$ cat config.mk
export PLATFORM = sky130hd
export DESIGN_NAME = bit_mapper
export DESIGN_NICKNAME = d
export VERILOG_FILES = /design/src/rtl/bit_mapper.sv
export SDC_FILE = /design/constraint.sdc
export NUM_CORES = 1
export LEC_CHECK = 0
export BUFFER_PORTS_ARGS = -buffer_cell sky130_fd_sc_hd__buf_4
export CORE_MARGIN = 4
export CORE_UTILIZATION = 60
export CTS_CLUSTER_SIZE = 8
export DETAILED_ROUTE_END_ITERATION = 16
export GPL_TIMING_DRIVEN = 0
export PLACE_DENSITY = 0.84
export SYNTH_ARGS = -nofsm -noshare
export SYNTH_HDL_FRONTEND = slang
export SYNTH_SLANG_ARGS = --single-unit
$ cat constraint.sdc
create_clock -name clk -period 6.2 [get_ports clk]
set_input_delay 0.93 -clock clk [delete_from_list [all_inputs] [get_ports clk]]
set_output_delay 0.93 -clock clk [all_outputs]
set_load 0.02 [all_outputs]
$ cat src/rtl/bit_mapper.sv
// Streaming constellation mapper: gathers 1/2/4/6 serial bits per group and
// emits one sign-magnitude {I,Q} symbol per group over a valid/ready output.
module bit_mapper #(
  parameter int CNT_W = 16
) (
  input  logic             clk,
  input  logic             rst_n,
  input  logic [1:0]       mod,
  input  logic             in_bit,
  input  logic             in_valid,
  output logic             in_ready,
  output logic [7:0]       out_sym,
  output logic             out_valid,
  input  logic             out_ready,
  output logic [CNT_W-1:0] sym_count
);

  logic [2:0]       cnt_q, cnt_d;
  logic [5:0]       sr_q, sr_d;
  logic [1:0]       mod_q, mod_d;
  logic [7:0]       sym_q, sym_d;
  logic             vld_q, vld_d;
  logic [CNT_W-1:0] scnt_q, scnt_d;

  logic [1:0] mod_eff;
  logic [2:0] last_idx;
  logic       is_last, accept, complete, xfer;
  logic [5:0] bits_full;

  // 16-QAM level: sign = ~v[0], magnitude 1 when v[1] else 3
  function automatic logic [3:0] nib16(input logic [1:0] v);
    return {~v[0], 1'b0, ~v[1], 1'b1};
  endfunction

  function automatic logic [3:0] nib64(input logic [2:0] v);
    logic [2:0] mag;
    case (v[2:1])
      2'b01:   mag = 3'd1;
      2'b11:   mag = 3'd3;
      2'b10:   mag = 3'd5;
      default: mag = 3'd7;
    endcase
    return {~v[0], mag};
  endfunction

  function automatic logic [7:0] map_sym(input logic [1:0] m, input logic [5:0] b);
    logic [3:0] i_n, q_n;
    case (m)
      2'd0: begin
        i_n = b[0] ? 4'h1 : 4'h9;
        q_n = 4'h0;
      end
      2'd1: begin
        i_n = b[0] ? 4'h1 : 4'h9;
        q_n = b[1] ? 4'h1 : 4'h9;
      end
      2'd2: begin
        i_n = nib16(b[1:0]);
        q_n = nib16(b[3:2]);
      end
      default: begin
        i_n = nib64(b[2:0]);
        q_n = nib64(b[5:3]);
      end
    endcase
    return {i_n, q_n};
  endfunction

  // The live mod input governs group size only until the first bit latches it
  assign mod_eff = (cnt_q == 3'd0) ? mod : mod_q;

  always_comb begin
    case (mod_eff)
      2'd0:    last_idx = 3'd0;
      2'd1:    last_idx = 3'd1;
      2'd2:    last_idx = 3'd3;
      default: last_idx = 3'd5;
    endcase
  end

  assign is_last  = (cnt_q == last_idx);
  assign in_ready = !vld_q || out_ready || !is_last;
  assign accept   = in_valid && in_ready;
  assign complete = accept && is_last;
  assign xfer     = vld_q && out_ready;

  always_comb begin
    bits_full        = sr_q;
    bits_full[cnt_q] = in_bit;
  end

  always_comb begin
    cnt_d  = cnt_q;
    sr_d   = sr_q;
    mod_d  = mod_q;
    sym_d  = sym_q;
    vld_d  = vld_q;
    scnt_d = scnt_q;
    if (accept) begin
      if (cnt_q == 3'd0) mod_d = mod;
      if (is_last) begin
        cnt_d = 3'd0;
        sr_d  = '0;
      end else begin
        cnt_d = cnt_q + 3'd1;
        sr_d  = bits_full;
      end
    end
    if (complete) begin
      sym_d = map_sym(mod_eff, bits_full);
      vld_d = 1'b1;
    end else if (xfer) begin
      vld_d = 1'b0;
    end
    if (xfer) scnt_d = scnt_q + 1'b1;
  end

  always_ff @(posedge clk or negedge rst_n) begin
    if (!rst_n) begin
      cnt_q  <= '0;
      sr_q   <= '0;
      mod_q  <= '0;
      sym_q  <= '0;
      vld_q  <= 1'b0;
      scnt_q <= '0;
    end else begin
      cnt_q  <= cnt_d;
      sr_q   <= sr_d;
      mod_q  <= mod_d;
      sym_q  <= sym_d;
      vld_q  <= vld_d;
      scnt_q <= scnt_d;
    end
  end

  assign out_sym   = sym_q;
  assign out_valid = vld_q;
  assign sym_count = scnt_q;

endmodule

==> reports/metrics.csv <==
metric,value,unit
status,"finished, final reports clean",
routed_wl,3.830,mm
syn_to_final_growth,19.29,%
slowest_delay,370,ps
core_area,0.003078,mm^2
wl_per_cell,14.08,um
period_share,57.44,%
clock_skew,9.008,ps
synth_warnings,0,
drv_slew,0,
holdCritPathClass,reg -> reg,
cts_tree,yes,
maxCapViolations,0,
clk_pin_slew,110,ps
clockBufferDepth,2,
grt_max_degree,37,
async_reset_ff_share,100.0,%
synth_edf_count,0,
crit_slowest_cell,dfrtp_1,
post_cts.repair.setup_buffers,0,
min-delay-start,out_sym[4]$_DFFE_PN0P_,
leakage,1.124,nW
layout_common_cells,"dfrtp_1 (36), buf_4 (32), nand2_1 (24)",
dp_hpwl,2.906,mm
postLayoutCellArea,0.002321,mm^2
crit_top_cell,nand2_1,
r2r-start,cnt_q[0]$_DFFE_PN0P_,
fmax,280.8,MHz
syn_inst,188,
critPathCaptureType,output port,
final_common_cell,dfrtp_1,
drc,0,
path_delay_family,buffers and inverters,
gp_congestion,0.7952,
cp.arrival,2630,ps
cts_max_level,2,
postPlaceCellArea,0.002241,mm^2
rsz0062_at_grt,no,
setup_violations,0,
antenna_found_initial,0,
hold_buffers,0,
grt_pass1_wl,6.775,mm
tightest_slew,451.5,ps
holdPathStages,1,
drive_above_1_share,25.44,%
crit_buf_inv,4,
hold_violations,0,
max_slew_margin,69.90,%
fin_crit,3561,ps
synth-seq-cells,36,
holdPathEnd,out_sym[4]$_DFFE_PN0P_,
yosysSeqAreaShare,46.30,%
drtAntennaViolNets,0,
fin_nets,239,
power_density,451.6,mW/mm^2
drt_iter0_drc,105,
multi_input_area,969.7,um^2
start_util,63.21,%
numCtsBuffers,5,
critical_path_class,reg -> out,
dr_total_vias,1489,
grt_usage,20.94,%
io_pins,33,
nFillCells,206,
syn_area,0.001946,mm^2
avgSynthCellArea,10.35,um^2
dieArea,0.004218,mm^2
num_antenna_cells,0,
first_pass_iters,4,
r2r_end,mod_q[1]$_DFFE_PN0P_,
root_buffer,clkbuf_4,
die_x,64.95,um
reg2reg_depth,9,
io_buffers,32,
seq_area,900.9,um^2
clk_latency,340,ps
synthFlopType,dfrtp_1,
ff2ff_setup_slack,3560,ps
ys_types,43,
peakVddDrop,0.2305,mV
ctsResizeCount,0,
syn_nets,200,
grt_pass1_vias,1518,
die_h,64.95,um
path_cells,buf_2 > inv_2 > ha_1 > nand2b_4 > buf_6 > mux2_4 > o32ai_4 > o21bai_2 > nand2_1 > nand2_1 > buf_4,
rows,20,
worst_setup_path_start_kind,register,
cts.sinks,36,
required,5270,ps
grt_overflow_total,0,
crit_fanout,10,
viasPerCell,5.474,
tns,0,ps
area by class of cell:
cell class	instances	area share (%)
inverters	8	1.294
clock buffers	5	1.617
flip-flops and latches	36	38.81
plain buffers	7	1.941
repair buffers	32	10.35
well taps	44	2.372
multi-input cells	137	41.78
clock inverters	3	1.833
stage by stage:
| step | total power [mW] | worst slack, ps | std cells | hold slack (ps) | util [%] |
|---|---|---|---|---|---|
| 2_1_floorplan | 0.7388 | 3285 | 188 | 499.3 | - |
| 3_3_place_gp | 0.8618 | 3089 | 264 | 450.9 | 72.80 |
| 3_5_place_dp | 0.8894 | 3027 | 264 | 456.6 | 72.80 |
| 4_1_cts | 1.055 | 2631 | 272 | 485.9 | 75.41 |
| 5_1_grt | 1.127 | 2468 | 272 | 502.5 | 75.41 |
| 6_report | 1.048 | 2639 | 272 | 479.9 | 75.41 |
worst max path at each step:
stage	depth (start not counted)	start	to
2_1_floorplan	10	cnt_q[0]$_DFFE_PN0P_	in_ready
3_3_place_gp	11	cnt_q[0]$_DFFE_PN0P_	in_ready
3_5_place_dp	11	cnt_q[0]$_DFFE_PN0P_	in_ready
4_1_cts	11	cnt_q[0]$_DFFE_PN0P_	in_ready
5_1_grt	11	cnt_q[0]$_DFFE_PN0P_	in_ready
6_report	11	cnt_q[0]$_DFFE_PN0P_	in_ready
metal layers:
| metal | part of all wire (%) | wire [um] | GRT usage, % | up-vias |
|---|---|---|---|---|
| li1 | - | - | - | 724 |
| met1 | 41 | 1552 | 24.24 | 699 |
| met2 | 52 | 1984 | 36.14 | 54 |
| met3 | 5.1 | 196 | 4.506 | 12 |
| met4 | 2.5 | 97 | 10.82 | 0 |
| met5 | 0 | 0 | 0 | - |
power by group:
part / switching, mW / internal [mW] / total, mW
Sequential: 0.0624 / 0.304 / 0.367
Combinational: 0.284 / 0.232 / 0.516
Clock: 0.0815 / 0.0840 / 0.166
Total: 0.428 / 0.620 / 1.05
worst register-to-register path, stage by stage (launching register included):
cell and delay [ps]:
dfrtp_1 370, buf_2 240, inv_2 90, ha_1 260, nand2b_4 90, buf_6 110, mux2i_1 390, o32ai_4 160
o311ai_2 440, mux2_1 370
Yosys cell counts (2+ instances only):
cell	n	area share (%)
a21oi_1	4	1.0
and2_1	4	1.3
mux2_1	3	1.7
buf_6	2	1.2
nand4_1	2	0.64
inv_1	6	1.2
nor3_1	4	1.0
nand2_1	24	4.6
buf_2	3	0.77
nand2b_1	3	0.96
xnor2_1	10	4.5
dfrtp_1	36	46
inv_2	2	0.39
nor2_1	11	2.1
clkbuf_1	2	0.39
xor2_1	7	3.2
mux2i_1	14	7.2
o21ai_0	3	0.77
ha_1	5	3.2
o31ai_1	2	0.77
o21ai_1	6	1.5
nand3_1	10	2.6
o211ai_1	4	1.5
mux2_2	2	1.2
registers in the layout, summed over array words and instances (netlist names):
signal / flops
out_sym: 8
sym_count: 16
cnt_q: 3
sr_q: 6
out_valid: 1
mod_q: 2
cell families after synthesis:
| logic type | synth area share [%] |
|---|---|
| muxes | 10.87 |
| xor gates and xnor gates | 7.653 |
| and+or+nand+nor | 18.07 |
| AOI/OAI and AO/OA | 10.03 |
| DFF | 46.30 |
| buffers and inverters | 3.858 |
| adders and majority gates | 3.215 |
Power figures use the tool's default switching activity.
